===== config.mk =====
export PLATFORM = sky130hd
export DESIGN_NAME = if_fetch_stage_flat
export DESIGN_NICKNAME = d
export VERILOG_FILES = /design/src/rtl/if_fetch_stage_if.sv /design/src/rtl/if_fetch_stage.sv /design/src/flat_wrapper.sv
export SDC_FILE = /design/constraint.sdc
export NUM_CORES = 1
export LEC_CHECK = 0
export BUFFER_PORTS_ARGS = -buffer_cell sky130_fd_sc_hd__buf_2
export CORE_MARGIN = 8
export CORE_UTILIZATION = 45
export CTS_CLUSTER_DIAMETER = 40
export DETAILED_ROUTE_END_ITERATION = 10
export GPL_TIMING_DRIVEN = 0
export PLACE_DENSITY_LB_ADDON = 0.15
export RECOVER_POWER = 100
export SYNTH_ARGS = -nofsm -noshare
export SYNTH_HDL_FRONTEND = slang
export SYNTH_SLANG_ARGS = --single-unit

===== constraint.sdc =====
create_clock -name clk -period 2.34 [get_ports clk]
set_input_delay 0.351 -clock clk [delete_from_list [all_inputs] [get_ports clk]]
set_output_delay 0.351 -clock clk [all_outputs]
set_load 0.1 [all_outputs]

===== src/rtl/if_fetch_stage_if.sv =====
// Instruction-memory request/response port of the fetch stage.
// The master side issues req/addr; the slave side answers with ready/rdata.
interface if_fetch_stage_if;
    logic        imem_req;
    logic [31:0] imem_addr;
    logic        imem_ready;
    logic [31:0] imem_rdata;

    modport master (
        output imem_req,
        output imem_addr,
        input  imem_ready,
        input  imem_rdata
    );

    modport slave (
        input  imem_req,
        input  imem_addr,
        output imem_ready,
        output imem_rdata
    );
endinterface


===== src/rtl/if_fetch_stage.sv =====
// Instruction fetch stage with IF/ID pipeline register, one-deep stall buffer and redirect handling.
// Define IF_STATIC_PREDICT_EN to enable static JAL / backward-branch prediction (IF_ID_take).
module if_fetch_stage #(
    parameter logic [31:0] RESET_PC  = 32'h0000_0000,
    parameter logic [31:0] NOP_INSTR = 32'h0000_0013
) (
    input  logic                   clk,
    input  logic                   rst_n,
    input  logic                   ID_stall,
    input  logic                   EX_redirect,
    input  logic [31:0]            EX_redirect_pc,
    if_fetch_stage_if.master       imem,
    output logic [31:0]            IF_ID_instruction,
    output logic [31:0]            IF_ID_pc,
    output logic                   IF_ID_valid,
    output logic                   IF_ID_take
);

    typedef enum logic [1:0] {
        S_FETCH = 2'd0,
        S_BUF   = 2'd1,
        S_DROP  = 2'd2
    } state_t;

    state_t      r_state;
    logic [31:0] r_pc;
    logic [31:0] r_drop_addr;
    logic [31:0] r_if_id_instr;
    logic [31:0] r_if_id_pc;
    logic        r_if_id_valid;
    logic        r_if_id_take;
    logic [31:0] r_buf_instr;
    logic [31:0] r_buf_pc;
    logic        r_buf_take;

    logic [31:0] w_next_pc;
    logic        w_pred_take;
    logic [31:0] w_redirect_pc;

    assign w_redirect_pc = {EX_redirect_pc[31:2], 2'b00};

`ifdef IF_STATIC_PREDICT_EN
    logic [6:0]  w_opcode;
    logic [31:0] w_j_imm;
    logic [31:0] w_b_imm;

    assign w_opcode = imem.imem_rdata[6:0];
    assign w_j_imm  = {{12{imem.imem_rdata[31]}}, imem.imem_rdata[19:12], imem.imem_rdata[20],
                       imem.imem_rdata[30:21], 1'b0};
    assign w_b_imm  = {{20{imem.imem_rdata[31]}}, imem.imem_rdata[7], imem.imem_rdata[30:25],
                       imem.imem_rdata[11:8], 1'b0};

    // Only JAL and backward conditional branches are predicted taken.
    always_comb begin
        w_next_pc   = r_pc + 32'd4;
        w_pred_take = 1'b0;
        if (w_opcode == 7'b1101111) begin
            w_next_pc   = r_pc + w_j_imm;
            w_pred_take = 1'b1;
        end else if (w_opcode == 7'b1100011 && imem.imem_rdata[31]) begin
            w_next_pc   = r_pc + w_b_imm;
            w_pred_take = 1'b1;
        end
    end
`else
    assign w_next_pc   = r_pc + 32'd4;
    assign w_pred_take = 1'b0;
`endif

    // In DROP the abandoned request must stay on the bus until memory answers it.
    assign imem.imem_req  = (r_state != S_BUF);
    assign imem.imem_addr = (r_state == S_DROP) ? r_drop_addr : r_pc;

    assign IF_ID_instruction = r_if_id_instr;
    assign IF_ID_pc          = r_if_id_pc;
    assign IF_ID_valid       = r_if_id_valid;
    assign IF_ID_take        = r_if_id_take;

    // NOTE: all state here is updated with non-blocking assignments so every register
    // samples the pre-edge values; blocking assignments would make the result order dependent.
    always_ff @(posedge clk or negedge rst_n) begin
        if (!rst_n) begin
            r_state       <= S_FETCH;
            r_pc          <= RESET_PC;
            r_drop_addr   <= 32'd0;
            r_if_id_instr <= NOP_INSTR;
            r_if_id_pc    <= 32'd0;
            r_if_id_valid <= 1'b0;
            r_if_id_take  <= 1'b0;
            r_buf_instr   <= NOP_INSTR;
            r_buf_pc      <= 32'd0;
            r_buf_take    <= 1'b0;
        end else if (EX_redirect) begin
            r_pc          <= w_redirect_pc;
            r_if_id_instr <= NOP_INSTR;
            r_if_id_valid <= 1'b0;
            r_if_id_take  <= 1'b0;
            r_buf_instr   <= NOP_INSTR;
            r_buf_take    <= 1'b0;
            case (r_state)
                S_FETCH: begin
                    if (imem.imem_ready) begin
                        r_state <= S_FETCH;
                    end else begin
                        r_state     <= S_DROP;
                        r_drop_addr <= r_pc;
                    end
                end
                S_BUF:   r_state <= S_FETCH;
                S_DROP:  r_state <= imem.imem_ready ? S_FETCH : S_DROP;
                default: r_state <= S_FETCH;
            endcase
        end else begin
            case (r_state)
                S_FETCH: begin
                    if (imem.imem_ready) begin
                        r_pc <= w_next_pc;
                        if (!ID_stall) begin
                            r_if_id_instr <= imem.imem_rdata;
                            r_if_id_pc    <= r_pc;
                            r_if_id_valid <= 1'b1;
                            r_if_id_take  <= w_pred_take;
                        end else begin
                            r_buf_instr <= imem.imem_rdata;
                            r_buf_pc    <= r_pc;
                            r_buf_take  <= w_pred_take;
                            r_state     <= S_BUF;
                        end
                    end else if (!ID_stall) begin
                        r_if_id_instr <= NOP_INSTR;
                        r_if_id_valid <= 1'b0;
                        r_if_id_take  <= 1'b0;
                    end
                end
                S_BUF: begin
                    if (!ID_stall) begin
                        r_if_id_instr <= r_buf_instr;
                        r_if_id_pc    <= r_buf_pc;
                        r_if_id_valid <= 1'b1;
                        r_if_id_take  <= r_buf_take;
                        r_state       <= S_FETCH;
                    end
                end
                S_DROP: begin
                    if (imem.imem_ready) begin
                        r_state <= S_FETCH;
                    end
                    if (!ID_stall) begin
                        r_if_id_instr <= NOP_INSTR;
                        r_if_id_valid <= 1'b0;
                        r_if_id_take  <= 1'b0;
                    end
                end
                default: r_state <= S_FETCH;
            endcase
        end
    end

endmodule

===== src/flat_wrapper.sv =====
// flat-port wrapper written by rule: the top's interface ports become plain ports
module if_fetch_stage_flat 
#(
    parameter logic [31:0] RESET_PC  = 32'h0000_0000,
    parameter logic [31:0] NOP_INSTR = 32'h0000_0013
)
  (clk, rst_n, ID_stall, EX_redirect, EX_redirect_pc, IF_ID_instruction, IF_ID_pc, IF_ID_valid, IF_ID_take, imem_imem_req, imem_imem_addr, imem_imem_ready, imem_imem_rdata);
  if_fetch_stage_if imem_i ();
  input  logic clk;
  input  logic rst_n;
  input  logic ID_stall;
  input  logic EX_redirect;
  input  logic [31:0] EX_redirect_pc;
  output logic [31:0] IF_ID_instruction;
  output logic [31:0] IF_ID_pc;
  output logic IF_ID_valid;
  output logic IF_ID_take;
  output wire logic [$bits(imem_i.imem_req)-1:0] imem_imem_req;
  output wire logic [$bits(imem_i.imem_addr)-1:0] imem_imem_addr;
  input wire logic [$bits(imem_i.imem_ready)-1:0] imem_imem_ready;
  input wire logic [$bits(imem_i.imem_rdata)-1:0] imem_imem_rdata;
  assign imem_imem_req = imem_i.imem_req;
  assign imem_imem_addr = imem_i.imem_addr;
  assign imem_i.imem_ready = imem_imem_ready;
  assign imem_i.imem_rdata = imem_imem_rdata;
  if_fetch_stage #(.RESET_PC(RESET_PC), .NOP_INSTR(NOP_INSTR)) u_core (.clk(clk), .rst_n(rst_n), .ID_stall(ID_stall), .EX_redirect(EX_redirect), .EX_redirect_pc(EX_redirect_pc), .imem(imem_i), .IF_ID_instruction(IF_ID_instruction), .IF_ID_pc(IF_ID_pc), .IF_ID_valid(IF_ID_valid), .IF_ID_take(IF_ID_take));
endmodule

==> results of run 1 <==
==> where the power goes <==
part           internal [mW]  switching (mW)  leakage, nW  total (mW)
clock                   1.51            1.39        0.276        2.90
combinational           2.95            7.97         2.72        10.9
sequential              4.44           0.793         2.30        5.23
total                   8.90            10.1         5.29        19.0
==> what timing repair did <==
action	CTS	global route
pin swaps	0	1
endpoints found under the setup margin	120	73
gates cloned	2	0
resized for setup	126	35
setup buffers	2	6
==> critical path: stages, from the launching register on <==
cell and delay (ns):
dfrtp_1 0.41, inv_1 0.11, ha_1 0.20, buf_6 0.15, and4_4 0.24, buf_6 0.14
nand4_4 0.14, buf_12 0.19, or4_1 0.47, a31oi_1 0.19
==> flip-flops by register name (all words and copies together) (netlist names) <==
signal / cells
u_core.IF_ID_instruction: 32
u_core.r_buf_instr: 32
u_core.IF_ID_pc: 30
u_core.r_buf_pc: 30
u_core.r_drop_addr: 30
u_core.r_pc: 30
u_core.r_state: 2
u_core.IF_ID_valid: 1
==> through the flow <==
stage / util, % / total power [mW] / instance area, sq um / instances / TNS (ns)
6_report: 56.9 / 19.0 / 11900 / 1412 / 0
3_5_place_dp: 51.3 / 15.5 / 10700 / 1374 / -21.62
3_3_place_gp: 51.1 / 15.3 / 10700 / 1373 / -448.61
4_1_cts: 56.4 / 19.0 / 11800 / 1407 / -0.304
2_1_floorplan: - / 13.4 / 9530 / 938 / -0.837
5_1_grt: 56.9 / 19.9 / 11900 / 1412 / -0.507
==> final timing paths <==
| path | slack (ns) | endpoint | start |
|---|---|---|---|
| worst max register to register | 0.03 | u_core.r_pc[24]$_DFFE_PN0P_ | u_core.r_state[1]$_DFFE_PN0P_ |
| worst max-delay path | 0.03 | u_core.r_pc[24]$_DFFE_PN0P_ | u_core.r_state[1]$_DFFE_PN0P_ |
| max in group asynchronous | 0.67 | u_core.r_pc[19]$_DFFE_PN0P_ | rst_n |
| worst min register to register | 0.47 | u_core.IF_ID_pc[31]$_DFFE_PN0P_ | u_core.IF_ID_pc[31]$_DFFE_PN0P_ |
| worst min-delay path | 0.13 | u_core.r_pc[7]$_DFFE_PN0P_ | EX_redirect_pc[7] |
| min in group asynchronous | 0.26 | u_core.IF_ID_pc[7]$_DFFE_PN0P_ | rst_n |
==> area by class of cell <==
cell class / count / area [sq um] / area share (%)
plain buffers: 88 / 551 / 4.64
clock buffers: 18 / 429 / 3.61
clock inverters: 14 / 150 / 1.26
inverters: 8 / 30.0 / 0.253
multi-input cells: 651 / 4470 / 37.6
flip-flops and latches: 187 / 4690 / 39.5
well taps: 275 / 344 / 2.90
repair buffers: 171 / 1220 / 10.3
==> cells by family after synthesis <==
logic type | count (synthesis) | share of synthesized area (%)
compound gates | 250 | 16.5
simple gates | 246 | 12.4
flops | 187 | 49.3
mux | 134 | 15.4
buf+inv | 100 | 4.73
xor+xnor | 12 | 1.10
fa+ha+maj | 4 | 0.526
other cells | 1 | 0.0394
==> synth_stat cells (16+ instances only) <==
| master | n | area (sq um) |
|---|---|---|
| nor2_1 | 26 | 97.6 |
| o21ai_0 | 86 | 430 |
| a21oi_1 | 33 | 165 |
| dfrtp_1 | 181 | 4530 |
| mux2_2 | 99 | 1110 |
| nand3b_1 | 17 | 128 |
| a31oi_1 | 20 | 125 |
| mux2i_1 | 35 | 350 |
| nand2_1 | 139 | 522 |
| a21o_1 | 17 | 128 |
| a22o_1 | 16 | 140 |
| o22ai_1 | 17 | 106 |
| clkbuf_1 | 56 | 210 |
==> layer usage <==
| metal | vias up | GRT usage, % | part of all wire (%) | wire, microns |
|---|---|---|---|---|
| li1 | 3753 | - | - | - |
| met1 | 3999 | 29.1 | 43 | 12500 |
| met2 | 288 | 36.0 | 48 | 13900 |
| met3 | 35 | 5.57 | 6.9 | 2000 |
| met4 | 2 | 5.47 | 1.3 | 381 |
| met5 | - | 0 | 0.045 | 13 |
==> results.sh, run 1 <==
export IMPL_yosysSeqAreaShare_pct=49.3
export IMPL_max_freq_mhz=433
export IMPL_worstPathRequired_ns=2.70
export IMPL_drt_iter0_drc=661
export IMPL_die_y_microns=161
export IMPL_core_region_area_sq_mm=0.0209
export IMPL_overflow=0
export IMPL_ctsHoldBuffers=0
export IMPL_clock_sinks=187
export IMPL_arrival_ns=2.67
export IMPL_hold_class="in2reg"
export IMPL_port_buffers=160
export IMPL_start_kind="flop"
export IMPL_grt_usage_pct=22.2
export IMPL_final_nets=1197
export IMPL_slew_headroom_pct=-5.04
export IMPL_power_density_mw_per_mm2=1600
export IMPL_grt_pass1_vias=8132
export IMPL_drc=0
export IMPL_dp_hpwl_microns=20000
export IMPL_final_common_cell="dfrtp_1"
export IMPL_synth_seq_cells=187
export IMPL_ys_warn_count=0
export IMPL_core_rowCount=53
export IMPL_hold_violations=0
export IMPL_ctsRootBufferMaster="clkbuf_16"
export IMPL_detail_route_antenna_nets=0
export IMPL_layout_common_cells="dfrtp_1 (181), nand2_1 (139), buf_2 (137), mux2_2 (88), o21ai_0 (84)"
export IMPL_place_congestion=0.820
export IMPL_rsz0062_at_grt="yes"
export IMPL_end_kind="flop"
export IMPL_ys_flop_type="dfrtp_1"
export IMPL_vias_per_cell=5.72
export IMPL_cap_viol_max_count=1
export IMPL_drive_gt1_share_pct=32.3
export IMPL_num_vias=8077
export IMPL_routedWlPerCell_microns=20.4
export IMPL_min_period_ns=2.31
export IMPL_hold_path_depth=3
export IMPL_netlist_area_sq_mm=0.00951
export IMPL_ys_async_sr_fraction_pct=100
export IMPL_antenna_cells=0
export IMPL_die_x_microns=161
export IMPL_setup_ws_ns=0.0308
export IMPL_synth_edf_count=0
export IMPL_maxSlewViolCount=112
export IMPL_violations="max-capacitance violations, max-slew violations"
export IMPL_ys_types=47
export IMPL_numCtsBuffers=17
export IMPL_vdd_drop_max_uv=1120
export IMPL_clock_skew_ns=0.00973
export IMPL_period_share_pct=98.7
export IMPL_drt_total_wl_microns=28800
export IMPL_initial_core_util_pct=45.5
export IMPL_clk_path_buf_depth=2
export IMPL_cp_max_fo=17
export IMPL_area_growth_pct=24.8
export IMPL_fillCellCount=1891
export IMPL_antenna_found_initial=1
export IMPL_worstSkewPairLatency_ns=0.44
export IMPL_leakage_nw=5.29
export IMPL_syn_inst=934
export IMPL_dieArea_sq_mm=0.0261
export IMPL_avgSynthCellArea_sq_um=10.2
export IMPL_firstDrtPassIters=5
export IMPL_status="complete, but fails checks"
export IMPL_clkTransAtPathRegs_ns=0.08
export IMPL_holdWs_ns=0.128
export IMPL_timing_reg2reg_worst_path_depth=9
export IMPL_pin_count=168
export IMPL_tightest_slew_ns=1.58
export IMPL_critPathKind="reg2reg"
export IMPL_grt_pass1_wl_microns=45600
export IMPL_cts_tree="built"
export IMPL_place_ws_ns=-0.510
export IMPL_h_tree_depth=4
export IMPL_grt_start_max_net_pins=112
export IMPL_setup_viol=0
Note: power is estimated with default switching activity, not from simulation.
==> inputs of run 2 (changes only) <==
--- a/config.mk
+++ b/config.mk
@@ -8,6 +8,7 @@
 export BUFFER_PORTS_ARGS = -buffer_cell sky130_fd_sc_hd__buf_2
 export CORE_MARGIN = 8
 export CORE_UTILIZATION = 45
+export CTS_BUF_LIST = sky130_fd_sc_hd__clkbuf_16
 export CTS_CLUSTER_DIAMETER = 40
 export DETAILED_ROUTE_END_ITERATION = 10
 export GPL_TIMING_DRIVEN = 0
==> results.sh, run 2 (synthesis gave the netlist of run 1 again) <==
export IMPL_status="complete, but fails checks"
export IMPL_violations="max-capacitance violations, max-slew violations"
export IMPL_initial_core_util_pct=45.5
export IMPL_clk_path_buf_depth=2
export IMPL_core_region_area_sq_mm=0.0209
export IMPL_grt_usage_pct=22.2
export IMPL_detail_route_antenna_nets=0
export IMPL_min_period_ns=2.30
export IMPL_num_vias=8081
export IMPL_cts_tree="built"
export IMPL_multi_input_area_sq_mm=0.00447
export IMPL_worstPathRequired_ns=2.70
export IMPL_antenna_found_initial=1
export IMPL_power_density_mw_per_mm2=1600
export IMPL_maxSlewViolCount=112
export IMPL_vdd_drop_max_uv=1120
export IMPL_period_share_pct=98.4
export IMPL_port_buffers=160
export IMPL_start_kind="flop"
export IMPL_rsz0062_at_grt="yes"
export IMPL_grt_start_max_net_pins=112
export IMPL_finalPower_mw=19.0
export IMPL_hold_class="in2reg"
export IMPL_h_tree_depth=4
export IMPL_overflow=0
export IMPL_firstDrtPassIters=5
export IMPL_numCtsBuffers=17
export IMPL_clock_skew_ns=0.00972
export IMPL_grt_pass1_vias=8132
export IMPL_fin_setup_tns_ns=0
export IMPL_die_x_microns=161
export IMPL_place_ws_ns=-0.510
export IMPL_setup_viol=0
export IMPL_pin_count=168
export IMPL_ff_latch_area_sq_mm=0.00469
export IMPL_place_congestion=0.820
export IMPL_tightest_slew_ns=1.58
export IMPL_end_kind="flop"
export IMPL_clock_sinks=187
export IMPL_leakage_nw=5.30
export IMPL_drt_total_wl_microns=28800
export IMPL_final_nets=1197
export IMPL_die_y_microns=161
export IMPL_drc=0
export IMPL_setup_ws_ns=0.0364
export IMPL_worstSkewPairLatency_ns=0.44
export IMPL_cap_viol_max_count=1
export IMPL_max_freq_mhz=434
export IMPL_dieArea_sq_mm=0.0261
export IMPL_slew_headroom_pct=-5.15
export IMPL_drive_gt1_share_pct=32.3
export IMPL_dp_hpwl_microns=20000
export IMPL_holdWs_ns=0.128
export IMPL_fillCellCount=1891
export IMPL_drt_iter0_drc=661
export IMPL_vias_per_cell=5.72
export IMPL_layout_common_cells="dfrtp_1 (181), nand2_1 (139), buf_2 (137), mux2_2 (88), o21ai_0 (84)"
export IMPL_routedWlPerCell_microns=20.4
export IMPL_antenna_cells=0
export IMPL_final_common_cell="dfrtp_1"
export IMPL_area_growth_pct=24.8
export IMPL_grt_pass1_wl_microns=45600
export IMPL_hold_violations=0
export IMPL_cp_max_fo=17
export IMPL_core_rowCount=53
export IMPL_critPathKind="reg2reg"
export IMPL_ctsRootBufferMaster="clkbuf_16"
export IMPL_arrival_ns=2.66
export IMPL_clkTransAtPathRegs_ns=0.08
export IMPL_ctsHoldBuffers=0
-- run 2: cell count changes in the layout (fill, tap and decap cells not counted), sizes merged --
cell / before / now
inv: 16 / 17
clkbuf: 80 / 79
-- run 2: what timing repair did --
| item | 4_1_cts | 5_1_grt |
|---|---|---|
| setup buffers | 2 | 6 |
| cloned | 2 | 0 |
| endpoints found under the setup margin | 120 | 73 |
| gates resized for setup | 126 | 35 |
| pin swaps | 0 | 1 |
-- run 2: worst paths after layout --
path,from,endpoint,slack (ns),cells after the start
setup reg to reg,u_core.r_state[1]$_DFFE_PN0P_,u_core.r_pc[24]$_DFFE_PN0P_,0.04,9
min in group asynchronous,rst_n,u_core.IF_ID_pc[7]$_DFFE_PN0P_,0.26,1
setup / recovery,u_core.r_state[1]$_DFFE_PN0P_,u_core.r_pc[24]$_DFFE_PN0P_,0.04,9
hold reg to reg,u_core.IF_ID_pc[31]$_DFFE_PN0P_,u_core.IF_ID_pc[31]$_DFFE_PN0P_,0.47,2
max in group asynchronous,rst_n,u_core.r_pc[19]$_DFFE_PN0P_,0.67,2
hold / removal,EX_redirect_pc[7],u_core.r_pc[7]$_DFFE_PN0P_,0.13,3
-- run 2: power breakdown --
group / switching [mW] / leakage (nW) / total, mW / internal (mW)
combinational: 7.97 / 2.72 / 10.9 / 2.95
clock: 1.39 / 0.280 / 2.90 / 1.51
sequential: 0.794 / 2.30 / 5.23 / 4.44
total: 10.1 / 5.30 / 19.0 / 8.89
-- run 2: routing by layer --
metal | global-route usage, % | share of wire, % | up-vias
li1 | - | - | 3750
met1 | 29.1 | 43 | 3998
met2 | 36.0 | 48 | 298
met3 | 5.57 | 6.9 | 33
met4 | 5.47 | 1.3 | 2
met5 | 0 | 0.045 | -
-- run 2: metrics by stage --
| stage | cells | cell area (sq um) | util (%) |
|---|---|---|---|
| 2_1_floorplan | 938 | 9530 | - |
| 3_3_place_gp | 1373 | 10700 | 51.1 |
| 3_5_place_dp | 1374 | 10700 | 51.3 |
| 4_1_cts | 1407 | 11800 | 56.4 |
| 5_1_grt | 1412 | 11900 | 56.9 |
| 6_report | 1412 | 11900 | 56.9 |
-- run 2: area by class of cell --
class	count	share of cell area, %
buffer	88	4.64
tap	275	2.90
sequential	187	39.5
clock buffer	17	3.58
clock inverter	15	1.30
inverter	8	0.253
timing repair buffer	171	10.3
multi-input combinational	651	37.6
-- run 2: worst max-delay path, stage by stage, from the launching register on --
cell and delay (ns):
dfrtp_1 0.41, inv_1 0.11, ha_1 0.20, buf_6 0.15, and4_4 0.24, buf_6 0.14
nand4_4 0.13, buf_12 0.19, or4_1 0.47, a31oi_1 0.19
